==> config.mk <==
export PLATFORM = sky130hd
export DESIGN_NAME = serial_xnor_compare
export DESIGN_NICKNAME = d
export VERILOG_FILES = /design/src/rtl/serial_xnor_compare.sv
export SDC_FILE = /design/constraint.sdc
export NUM_CORES = 1
export LEC_CHECK = 0
export BUFFER_PORTS_ARGS = -buffer_cell sky130_fd_sc_hd__buf_2
export CAP_MARGIN = 20
export CELL_PAD_IN_SITES_DETAIL_PLACEMENT = 0
export CELL_PAD_IN_SITES_GLOBAL_PLACEMENT = 1
export CORE_MARGIN = 5
export CORE_UTILIZATION = 35
export CTS_CLUSTER_DIAMETER = 80
export DETAILED_ROUTE_END_ITERATION = 8
export HOLD_SLACK_MARGIN = 0.08
export PLACE_DENSITY = 0.68
export SLEW_MARGIN = 20
export SYNTH_ARGS = -nofsm -noshare
export SYNTH_HDL_FRONTEND = slang
export SYNTH_SLANG_ARGS = --single-unit
==> constraint.sdc <==
create_clock -name clk -period 1.6 [get_ports clk]
set_input_delay 0.32 -clock clk [delete_from_list [all_inputs] [get_ports clk]]
set_output_delay 0.32 -clock clk [all_outputs]
set_load 0.02 [all_outputs]
==> src/rtl/serial_xnor_compare.sv <==
// Frame-based serial equality checker: counts XNOR mismatches over a fixed-length frame and
// reports whole-frame equality plus the mismatch count at end of frame.
module serial_xnor_compare #(
  parameter int unsigned FRAME_LEN = 8,
  parameter int unsigned CNT_W     = 4
) (
  input  logic             clk,
  input  logic             rst_n,
  input  logic             start,
  input  logic             in_valid,
  input  logic             in1,
  input  logic             in2,
  output logic             match_bit,
  output logic             busy,
  output logic             done,
  output logic             equal,
  output logic [CNT_W-1:0] mismatch_cnt
);

  localparam logic [1:0] StIdle = 2'd0;
  localparam logic [1:0] StRun  = 2'd1;
  localparam logic [1:0] StDone = 2'd2;

  localparam logic [CNT_W-1:0] LastIdx = CNT_W'(FRAME_LEN - 1);

  logic [1:0]       state_q, state_d;
  logic [CNT_W-1:0] bit_idx_q, bit_idx_d;
  logic [CNT_W-1:0] cnt_q, cnt_d;
  logic             equal_q, equal_d;
  logic             busy_q, done_q;
  logic             mis;
  logic             accept;
  logic [CNT_W-1:0] cnt_inc;

  assign match_bit = ~(in1 ^ in2);
  assign mis       = ~match_bit;
  assign accept    = (state_q == StRun) && in_valid;
  // Kept as a separate 1-bit signal so the cast zero-extends rather than widening the inversion.
  assign cnt_inc   = cnt_q + CNT_W'(mis);

  always_comb begin
    state_d   = state_q;
    bit_idx_d = bit_idx_q;
    cnt_d     = cnt_q;
    equal_d   = equal_q;
    case (state_q)
      StIdle, StDone: begin
        if (start) begin
          state_d   = StRun;
          bit_idx_d = '0;
          cnt_d     = '0;
          equal_d   = 1'b0;
        end else begin
          state_d = StIdle;
        end
      end
      StRun: begin
        if (accept) begin
          bit_idx_d = bit_idx_q + 1'b1;
          cnt_d     = cnt_inc;
          if (bit_idx_q == LastIdx) begin
            state_d = StDone;
            equal_d = (cnt_inc == '0);
          end
        end
      end
      default: state_d = StIdle;
    endcase
  end

  always_ff @(posedge clk or negedge rst_n) begin
    if (!rst_n) begin
      state_q   <= StIdle;
      bit_idx_q <= '0;
      cnt_q     <= '0;
      equal_q   <= 1'b0;
      busy_q    <= 1'b0;
      done_q    <= 1'b0;
    end else begin
      state_q   <= state_d;
      bit_idx_q <= bit_idx_d;
      cnt_q     <= cnt_d;
      equal_q   <= equal_d;
      busy_q    <= (state_d == StRun);
      done_q    <= (state_d == StDone);
    end
  end

  assign busy         = busy_q;
  assign done         = done_q;
  assign equal        = equal_q;
  assign mismatch_cnt = cnt_q;

endmodule
==> out/results.txt, run 1 <==
Status: finished, final reports clean
Yosys reg bits: 13
Final wirelength: 1290 um
Fin nets: 89
Clk sinks: 13
Area of the multi-input gates: 344 um2
Max-slew violation count: 0
Buf/Inv on CP: 0
Final hold vios: 0
Diodes inserted: 0
Most common cell on crit path: ha_4
WL/cell: 12.4 um
Port bufs: 13
Vias in the first global route: 469
Max-Cap Viols: 0
Worst-Skew Late Latency: 0.28 ns
Area growth from synthesis to layout: 28.8%
Crit-path max cell delay: 0.44 ns
Worst Setup Start Kind: register
Share of flip-flops with an asynchronous set or reset: 100%
Design area: 833 um2
CTS tree: yes
Placed Area: 774 um2
WS Path Type: reg -> reg
Clock buffer count from CTS: 3
Die Width: 53.0 um
Worst EP arrival: 1.72 ns
Global route total overflow: 0
# rows: 15
Avg Cell Area, Syn: 10.6 um2
HPWL Detailed: 944 um
Crit. End Element: register
Top_reg_cell synth: dfrtp_1
Largest delay share family, worst path: flip-flops
Fillers: 167
CP Data Required Time: 1.79 ns
FF/Latch Area: 327 um2
Worst min path class: in -> reg
Critical Path Source: mismatch_cnt[0]
Setup Fix Bufs, Post-CTS: 0
Synthesized Nets: 70
Mapped Cells: 61
Largest net degree at the start of global routing: 14
Die outline area: 2810 um2
Peak supply drop: 0.811 mV
Vias post-DR: 494
Core outline area: 1750 um2
Sum Neg Setup Slack: 0 ns
Post-Synthesis Cell Area: 647 um2
Initial antenna violation count: 0
Drt drc: 0
Share of layout cells above drive strength 1: 35.4%
Die height: 53.0 um
Layout Skew: 0.00574 ns
Worst-path clk slew: 0.08 ns
Leakage: 0.000395 uW
Tmin final: 1.53 ns
First-pass GRT wire length: 2000 um
Placer Congestion: 0.692
Netlist cell types: 25
Max Clk Rate: 0.654 GHz
IO Pins: 14
CP max stage cell: dfrtp_2
CTS root buffer: clkbuf_4
Worst-margin pin slew: 0.363 ns
Starting Density: 37.1%
Warnings, synthesis: 0
EDFF count, synth: 0
Worst Hold Launch: start
Initial DRC Count: 5
Gr usage total: 10.2%
Vias per cell: 4.75
RSZ-0062 raised after global routing: no
Tcrit/Tclk final: 95.6%
Pwr dens: 1700 nW/um2
Slew HR: 75.5%
Sequential area share after synthesis: 50.3%
Crit-path max FO: 3
R2R Path Start: mismatch_cnt[0]
H-tree levels: 1
Setup violators final: 0
Post-route ant nets: 0
Bufs on Longest Clock Path: 2
First-pass DRT Iterations: 2
CP cell instances: ha_4 -> ha_4 -> or3_4 -> o41ai_2
[placed cells by master (no fill, tap or decap), drive strengths merged, types with 2 or more instances in the layout]
cell type  Yosys  routed
a21o           2       2
a21oi          3       3
buf            0      15
clkbuf         2       4
dfrtp         13      13
ha             3       3
inv            4       4
nand2b         3       3
nand3          6       6
nand3b         2       2
nor3           2       2
nor3b          2       2
o21ai          5       5
or3            2       2
xnor2          2       2
xor2           2       2
[final timing paths]
kind | end | slack (ns) | depth (start not counted)
max reg2reg | equal | 0.07 | 4
max in group asynchronous | mismatch_cnt[0] | 0.90 | 2
min in group asynchronous | state_q[1] | 0.45 | 2
min reg2reg | bit_idx_q[0] | 0.54 | 1
max | equal | 0.07 | 4
min | bit_idx_q[3] | 0.36 | 3
[cell type report]
class,count,area share (%)
well taps,25,3.75
inverters,4,1.80
multi-input cells,42,41.3
clock buffers,4,3.15
flip-flops and latches,13,39.2
repair buffers,16,10.8
[state kept, by name (all words and copies together) (netlist names)]
name / flops
state_q: 2
busy: 1
mismatch_cnt: 4
equal: 1
done: 1
bit_idx_q: 4
[power breakdown]
part | total (uW) | switching, uW | internal, uW
combinational | 640 | 340 | 300
sequential | 573 | 121 | 452
clock | 204 | 107 | 96.9
total | 1420 | 568 | 849
[what timing repair did]
action	4_1_cts	5_1_grt
hold endpoints to repair	13	0
hold buffers	1	0
gates resized for setup	1	2
pin swaps	0	1
endpoints found under the setup margin	1	1
[synth_stat cells (all sizes together) (2+ instances only)]
library cell | count | area share [%]
a21o | 2 | 2.5
a21oi | 3 | 2.3
clkbuf | 2 | 1.2
dfrtp | 13 | 50
ha | 3 | 5.8
inv | 4 | 2.3
nand2b | 3 | 3.3
nand3 | 6 | 4.6
nand3b | 2 | 2.3
nor3 | 2 | 1.5
nor3b | 2 | 2.3
o21ai | 5 | 3.9
or3 | 2 | 1.9
xnor2 | 2 | 2.7
xor2 | 2 | 2.7
[cells by family after synthesis]
group | count (synthesis) | share of synthesized area, %
xor+xnor | 4 | 5.42
fa+ha+maj | 3 | 5.80
compound gates | 13 | 12.8
mux | 2 | 3.29
simple gates | 20 | 19.0
buf+inv | 6 | 3.48
flops | 13 | 50.3
[through the flow]
step / utilization, % / cells / setup slack, ns / total power, uW / hold slack [ns]
global placement: 44.4 / 99 / -0.166 / 1170 / 0.223
detailed placement: 44.4 / 99 / -0.221 / 1170 / 0.225
finish: 47.7 / 104 / 0.0706 / 1420 / 0.365
CTS: 46.9 / 104 / 0.0104 / 1400 / 0.352
global route: 47.7 / 104 / 0.0341 / 1530 / 0.358
floorplan: - / 61 / -0.0262 / 981 / 0.0244
[metal layers]
metal	share of wire (%)	track usage, %	vias up
met4	0.62	3.83	0
li1	-	-	253
met1	48	11.8	230
met5	0	0	-
met2	47	15.9	9
met3	4.1	5.07	2
[worst min-delay path: stages]
cell and delay, ns:
buf_2 0.10, and2b_2 0.15, a21oi_1 0.04
(Power assumes the default switching activity.)
==> run 2, diff against run 1 <==
--- a/config.mk
+++ b/config.mk
@@ -10,11 +10,11 @@
 export CELL_PAD_IN_SITES_DETAIL_PLACEMENT = 0
 export CELL_PAD_IN_SITES_GLOBAL_PLACEMENT = 1
 export CORE_MARGIN = 5
-export CORE_UTILIZATION = 35
+export CORE_UTILIZATION = 39
 export CTS_CLUSTER_DIAMETER = 80
 export DETAILED_ROUTE_END_ITERATION = 8
 export HOLD_SLACK_MARGIN = 0.08
-export PLACE_DENSITY = 0.68
+export PLACE_DENSITY = 0.8
 export SLEW_MARGIN = 20
 export SYNTH_ARGS = -nofsm -noshare
 export SYNTH_HDL_FRONTEND = slang
==> constraint.sdc (replaced) <==
create_clock -name clk -period 1.55 [get_ports clk]
set_input_delay 0.31 -clock clk [delete_from_list [all_inputs] [get_ports clk]]
set_output_delay 0.31 -clock clk [all_outputs]
set_load 0.02 [all_outputs]
==> out/results.txt, run 2 (same netlist as run 1, synthesis figures left out) <==
Status: finished, final reports clean
Worst-path clk slew: 0.09 ns (about the same)
CTS tree: yes
Fin nets: 90 (+1.1%)
Post-route ant nets: 0 (unchanged)
Largest net degree at the start of global routing: 14 (unchanged)
Setup violators final: 0 (unchanged)
Die outline area: 2570 um2 (-8.4%)
WL/cell: 15.2 um (+23%)
First-pass DRT Iterations: 4 (+2)
IO Pins: 14 (unchanged)
Worst min path class: in -> reg
Buf/Inv on CP: 0 (unchanged)
Starting Density: 42.0% (+4.9 points)
Max-Cap Viols: 0 (unchanged)
Sum Neg Setup Slack: 0 ns (unchanged)
Diodes inserted: 0 (unchanged)
Area growth from synthesis to layout: 28.4%
CP Data Required Time: 1.74 ns (-0.05 ns)
Most common cell on crit path: ha_4
Share of layout cells above drive strength 1: 37.5% (+2.1 points)
Commonest non-fill, non-tap cell in the layout: buf_2
Layout Skew: 0.00819 ns (+0.00244 ns)
CP cell instances: ha_4 -> ha_4 -> or3_4 -> o41ai_2
Final hold vios: 0 (unchanged)
Clk sinks: 13 (unchanged)
Max Clk Rate: 0.674 GHz (+3.1%)
Die Width: 50.7 um (-4.3%)
HPWL Detailed: 1090 um (+16%)
Initial antenna violation count: 0 (unchanged)
Pwr dens: 1830 nW/um2 (+7.7%)
Final worst slack: 0.0670 ns (-0.00362 ns)
Tcrit/Tclk final: 95.7% (about the same)
Setup WS pre-CTS: -0.290 ns (-0.0686 ns)
Largest delay share family, worst path: flip-flops
Clock buffer count from CTS: 3 (unchanged)
CP max stage cell: dfrtp_2
Leakage: 0.000403 uW (+2.0%)
Area of the multi-input gates: 344 um2 (unchanged)
Gr usage total: 13.3% (+3.2 points)
Setup Fix Bufs, Post-CTS: 0 (unchanged)
Worst-Skew Late Latency: 0.29 ns (about the same)
Crit. End Element: register
Fillers: 152 (-9.0%)
Vias per cell: 5.45 (+15%)
Port bufs: 13 (unchanged)
Drt drc: 0 (unchanged)
# rows: 14 (-1)
Vias post-DR: 523 (+5.9%)
FF/Latch Area: 327 um2 (unchanged)
Commonest non-fill, non-tap cells in the layout: buf_2 (13), dfrtp_1 (12), nand3_1 (6), o21ai_0 (5), inv_1 (4)
Tmin final: 1.48 ns (-0.0464 ns)
WS Path Type: reg -> reg
Die height: 50.7 um (-4.3%)
Worst-margin pin slew: 0.388 ns (+0.0252 ns)
Peak supply drop: 0.856 mV (+5.6%)
Placer Congestion: 0.729 (+5.3%)
Crit-path max FO: 2 (-1)
H-tree levels: 1 (unchanged)
Slew HR: 73.8% (-1.7 points)
Worst EP arrival: 1.67 ns (-0.05 ns)
Initial DRC Count: 2 (-3)
Core outline area: 1540 um2 (-12%)
Vias in the first global route: 554 (+18%)
Final wirelength: 1460 um (+13%)
First-pass GRT wire length: 2550 um (+28%)
Max-slew violation count: 0 (unchanged)
Global route total overflow: 0 (unchanged)
Worst Setup Start Kind: register
CTS root buffer: clkbuf_4
Bufs on Longest Clock Path: 2 (unchanged)
RSZ-0062 raised after global routing: no
Crit-path max cell delay: 0.44 ns (about the same)
-- run 2: cell types whose count changed in the layout (fill, tap and decap cells not counted) --
cell	delta
buf_4	+1
clkbuf_1	-1
clkinv_2	+1
-- run 2: cell type report --
class / instances / area share (%)
multi-input combinational: 42 / 41.4
sequential: 13 / 39.3
timing repair buffer: 17 / 11.7
clock buffer: 3 / 2.71
tap: 16 / 2.41
inverter: 4 / 1.81
clock inverter: 1 / 0.602
-- run 2: worst paths after layout --
check / slack, ns / cells after the start / endpoint / from
max in group asynchronous: 0.88 / 2 / mismatch_cnt[0] / rst_n
hold / removal: 0.34 / 3 / bit_idx_q[3] / start
setup / recovery: 0.07 / 4 / equal / mismatch_cnt[0]
hold reg to reg: 0.56 / 2 / bit_idx_q[1] / bit_idx_q[1]
setup reg to reg: 0.07 / 4 / equal / mismatch_cnt[0]
min in group asynchronous: 0.43 / 2 / busy / rst_n
-- run 2: power by group --
| group | switching (uW) | total (uW) | internal, uW |
|---|---|---|---|
| logic | 377 | 707 | 330 |
| clock network | 126 | 222 | 96.1 |
| registers | 127 | 593 | 466 |
-- run 2: timing repair --
item                                    in CTS  in global routing
endpoints found under the setup margin       1                  1
pin swaps                                    1                  1
gates resized for setup                      3                  0
endpoints found under the hold margin       13                  0
hold buffers                                 1                  0
gates cloned                                 0                  0
-- run 2: per-stage QoR --
step	cell area, um2	utilization (%)	power, uW	hold WS [ns]	cells
after floorplan	671	-	1010	0.0144	61
after global placement	771	50.0	1210	0.211	91
after detailed placement	771	50.0	1260	0.215	91
after CTS	831	53.9	1540	0.347	96
after global routing	831	53.9	1640	0.361	96
final	831	53.9	1520	0.344	96
-- run 2: routing by layer --
| metal | up-vias | GRT usage (%) | share of wire, % |
|---|---|---|---|
| met1 | 256 | 14.9 | 43 |
| met3 | 5 | 3.55 | 3.4 |
| met5 | - | 0 | 0 |
| li1 | 252 | - | - |
| met2 | 10 | 21.9 | 50 |
| met4 | 0 | 8.94 | 3.2 |
-- run 2: worst reg2reg max path, cell delays in order (launching register included) --
cell,delay (ns)
dfrtp_2,0.44
ha_4,0.18
ha_4,0.21
or3_4,0.36
o41ai_2,0.19
==> run 3, diff against run 2 <==
--- a/config.mk
+++ b/config.mk
@@ -15,6 +15,8 @@
 export DETAILED_ROUTE_END_ITERATION = 8
 export HOLD_SLACK_MARGIN = 0.08
 export PLACE_DENSITY = 0.8
+export RECOVER_POWER = 50
+export SKIP_CTS_REPAIR_TIMING = 1
 export SLEW_MARGIN = 20
 export SYNTH_ARGS = -nofsm -noshare
 export SYNTH_HDL_FRONTEND = slang
==> constraint.sdc (replaced) <==
create_clock -name clk -period 1.55 [get_ports clk]
set_input_delay 0.0775 -clock clk [delete_from_list [all_inputs] [get_ports clk]]
set_output_delay 0.0775 -clock clk [all_outputs]
set_load 0.02 [all_outputs]
==> out/results.txt, run 3 (same netlist as run 1, synthesis figures left out) <==
Initial antenna violation count: 0 (unchanged)
Port bufs: 13 (unchanged)
CTS tree: yes
Most common cell on crit path: ha_4
Status: finished, final reports clean
First-pass DRT Iterations: 4 (unchanged)
CP Data Required Time: 1.72 ns (-0.02 ns)
Max-Cap Viols: 0 (unchanged)
Placed insts: 90 (-1.1%)
Clock buffer count from CTS: 3 (unchanged)
Final hold vios: 0 (unchanged)
Leakage: 0.000381 uW (-5.4%)
H-tree levels: 1 (unchanged)
Max Clk Rate: 0.653 GHz (-3.1%)
Bufs on Longest Clock Path: 2 (unchanged)
Post-route insts no fill: 95 (-1.0%)
Post-route ant nets: 0 (unchanged)
Share of layout cells above drive strength 1: 27.8% (-9.7 points)
Largest delay share family, worst path: flip-flops
Fillers: 151 (-0.66%)
Core outline area: 1540 um2 (unchanged)
Worst min path class: in -> reg
Tcrit/Tclk final: 98.7% (+3.1 points)
Pwr dens: 1770 nW/um2 (-3.5%)
Worst Setup Start Kind: register
Design area: 805 um2 (-3.2%)
Final wirelength: 1230 um (-16%)
Fin util: 52.2% (-1.7 points)
Starting Density: 42.0% (unchanged)
Commonest non-fill, non-tap cells in the layout: dfrtp_1 (12), buf_2 (9), nand3_1 (6), o21ai_0 (5), clkbuf_1 (5)
Die outline area: 2570 um2 (unchanged)
Vias in the first global route: 483 (-13%)
Worst-path clk slew: 0.08 ns (about the same)
Placer Congestion: 0.718 (-1.6%)
Max-slew violation count: 0 (unchanged)
Setup violators final: 0 (unchanged)
Placed Area: 766 um2 (-0.65%)
Worst-Skew Late Latency: 0.27 ns (-0.02 ns)
Diodes inserted: 0 (unchanged)
Crit. End Element: register
CP max stage cell: dfrtp_2
WS Path Type: reg -> reg
IO Pins: 14 (unchanged)
Sum Neg Setup Slack: 0 ns (unchanged)
Die height: 50.7 um (unchanged)
# rows: 14 (unchanged)
Layout Skew: 0.000595 ns (-0.00759 ns)
Tmin final: 1.53 ns (+0.0475 ns)
Commonest non-fill, non-tap cell in the layout: dfrtp_1
HPWL Detailed: 986 um (-9.9%)
Worst EP arrival: 1.70 ns (+0.03 ns)
Initial DRC Count: 2 (unchanged)
Global route total overflow: 0 (unchanged)
Largest net degree at the start of global routing: 14 (unchanged)
Gr usage total: 10.7% (-2.6 points)
First-pass GRT wire length: 2130 um (-16%)
Clk sinks: 13 (unchanged)
Buf/Inv on CP: 0 (unchanged)
RSZ-0062 raised after global routing: yes
Peak supply drop: 0.817 mV (-4.6%)
Area growth from synthesis to layout: 24.4%
CTS root buffer: clkbuf_4
Fin nets: 89 (-1.1%)
Crit-path max FO: 3 (+1)
Vias per cell: 5.12 (-6.1%)
WL/cell: 12.9 um (-15%)
Worst-margin pin slew: 0.711 ns (+0.322 ns)
Crit-path max cell delay: 0.43 ns (about the same)
CP cell instances: ha_4 -> ha_4 -> or3_1 -> o41ai_2
Slew HR: 52.6% (-21 points)
Die Width: 50.7 um (unchanged)
Vias post-DR: 486 (-7.1%)
Drt drc: 0 (unchanged)
run 3: final timing paths:
| check | start | to | slack [ns] | cells after the start |
|---|---|---|---|---|
| max in group asynchronous | rst_n | mismatch_cnt[0] | 0.69 | 2 |
| hold reg to reg | bit_idx_q[0] | bit_idx_q[0] | 0.53 | 1 |
| setup / recovery | mismatch_cnt[0] | equal | 0.02 | 4 |
| hold / removal | start | bit_idx_q[3] | 0.13 | 3 |
| min in group asynchronous | rst_n | bit_idx_q[2] | 0.37 | 2 |
| setup reg to reg | mismatch_cnt[0] | equal | 0.02 | 4 |
run 3: stage by stage:
stage               hold WS (ns)  total power, uW  worst slack (ns)
floorplan                 -0.218             1030           -0.0271
global route               0.128             1570           -0.0304
finish                     0.135             1420            0.0195
detailed placement       -0.0152             1220            -0.107
CTS                       -0.313             1440           -0.0523
global placement         -0.0180             1210           -0.0355
run 3: worst register-to-register path: stages, from the launching register on:
cell	delay, ns
dfrtp_2	0.43
ha_4	0.17
ha_4	0.21
or3_1	0.35
o41ai_2	0.27
run 3: metal layers:
metal	track usage, %	wire (um)
met1	13.7	569
met2	16.7	608
met3	2.66	34
met4	5.11	12
met5	0	0
run 3: where the power goes:
part | internal (uW) | switching [uW] | leakage (uW)
Sequential | 466 | 117 | 0.000163
Clock | 99.5 | 105 | 0.0000150
Combinational | 285 | 349 | 0.000203
Total | 851 | 571 | 0.000381
run 3: final cells by class:
cell class / instances / area [um2] / area share (%)
multi-input combinational: 42 / 332 / 41.2
sequential: 13 / 327 / 40.6
timing repair buffer: 16 / 85.1 / 10.6
clock buffer: 4 / 26.3 / 3.27
tap: 16 / 20.0 / 2.49
inverter: 4 / 15.0 / 1.87
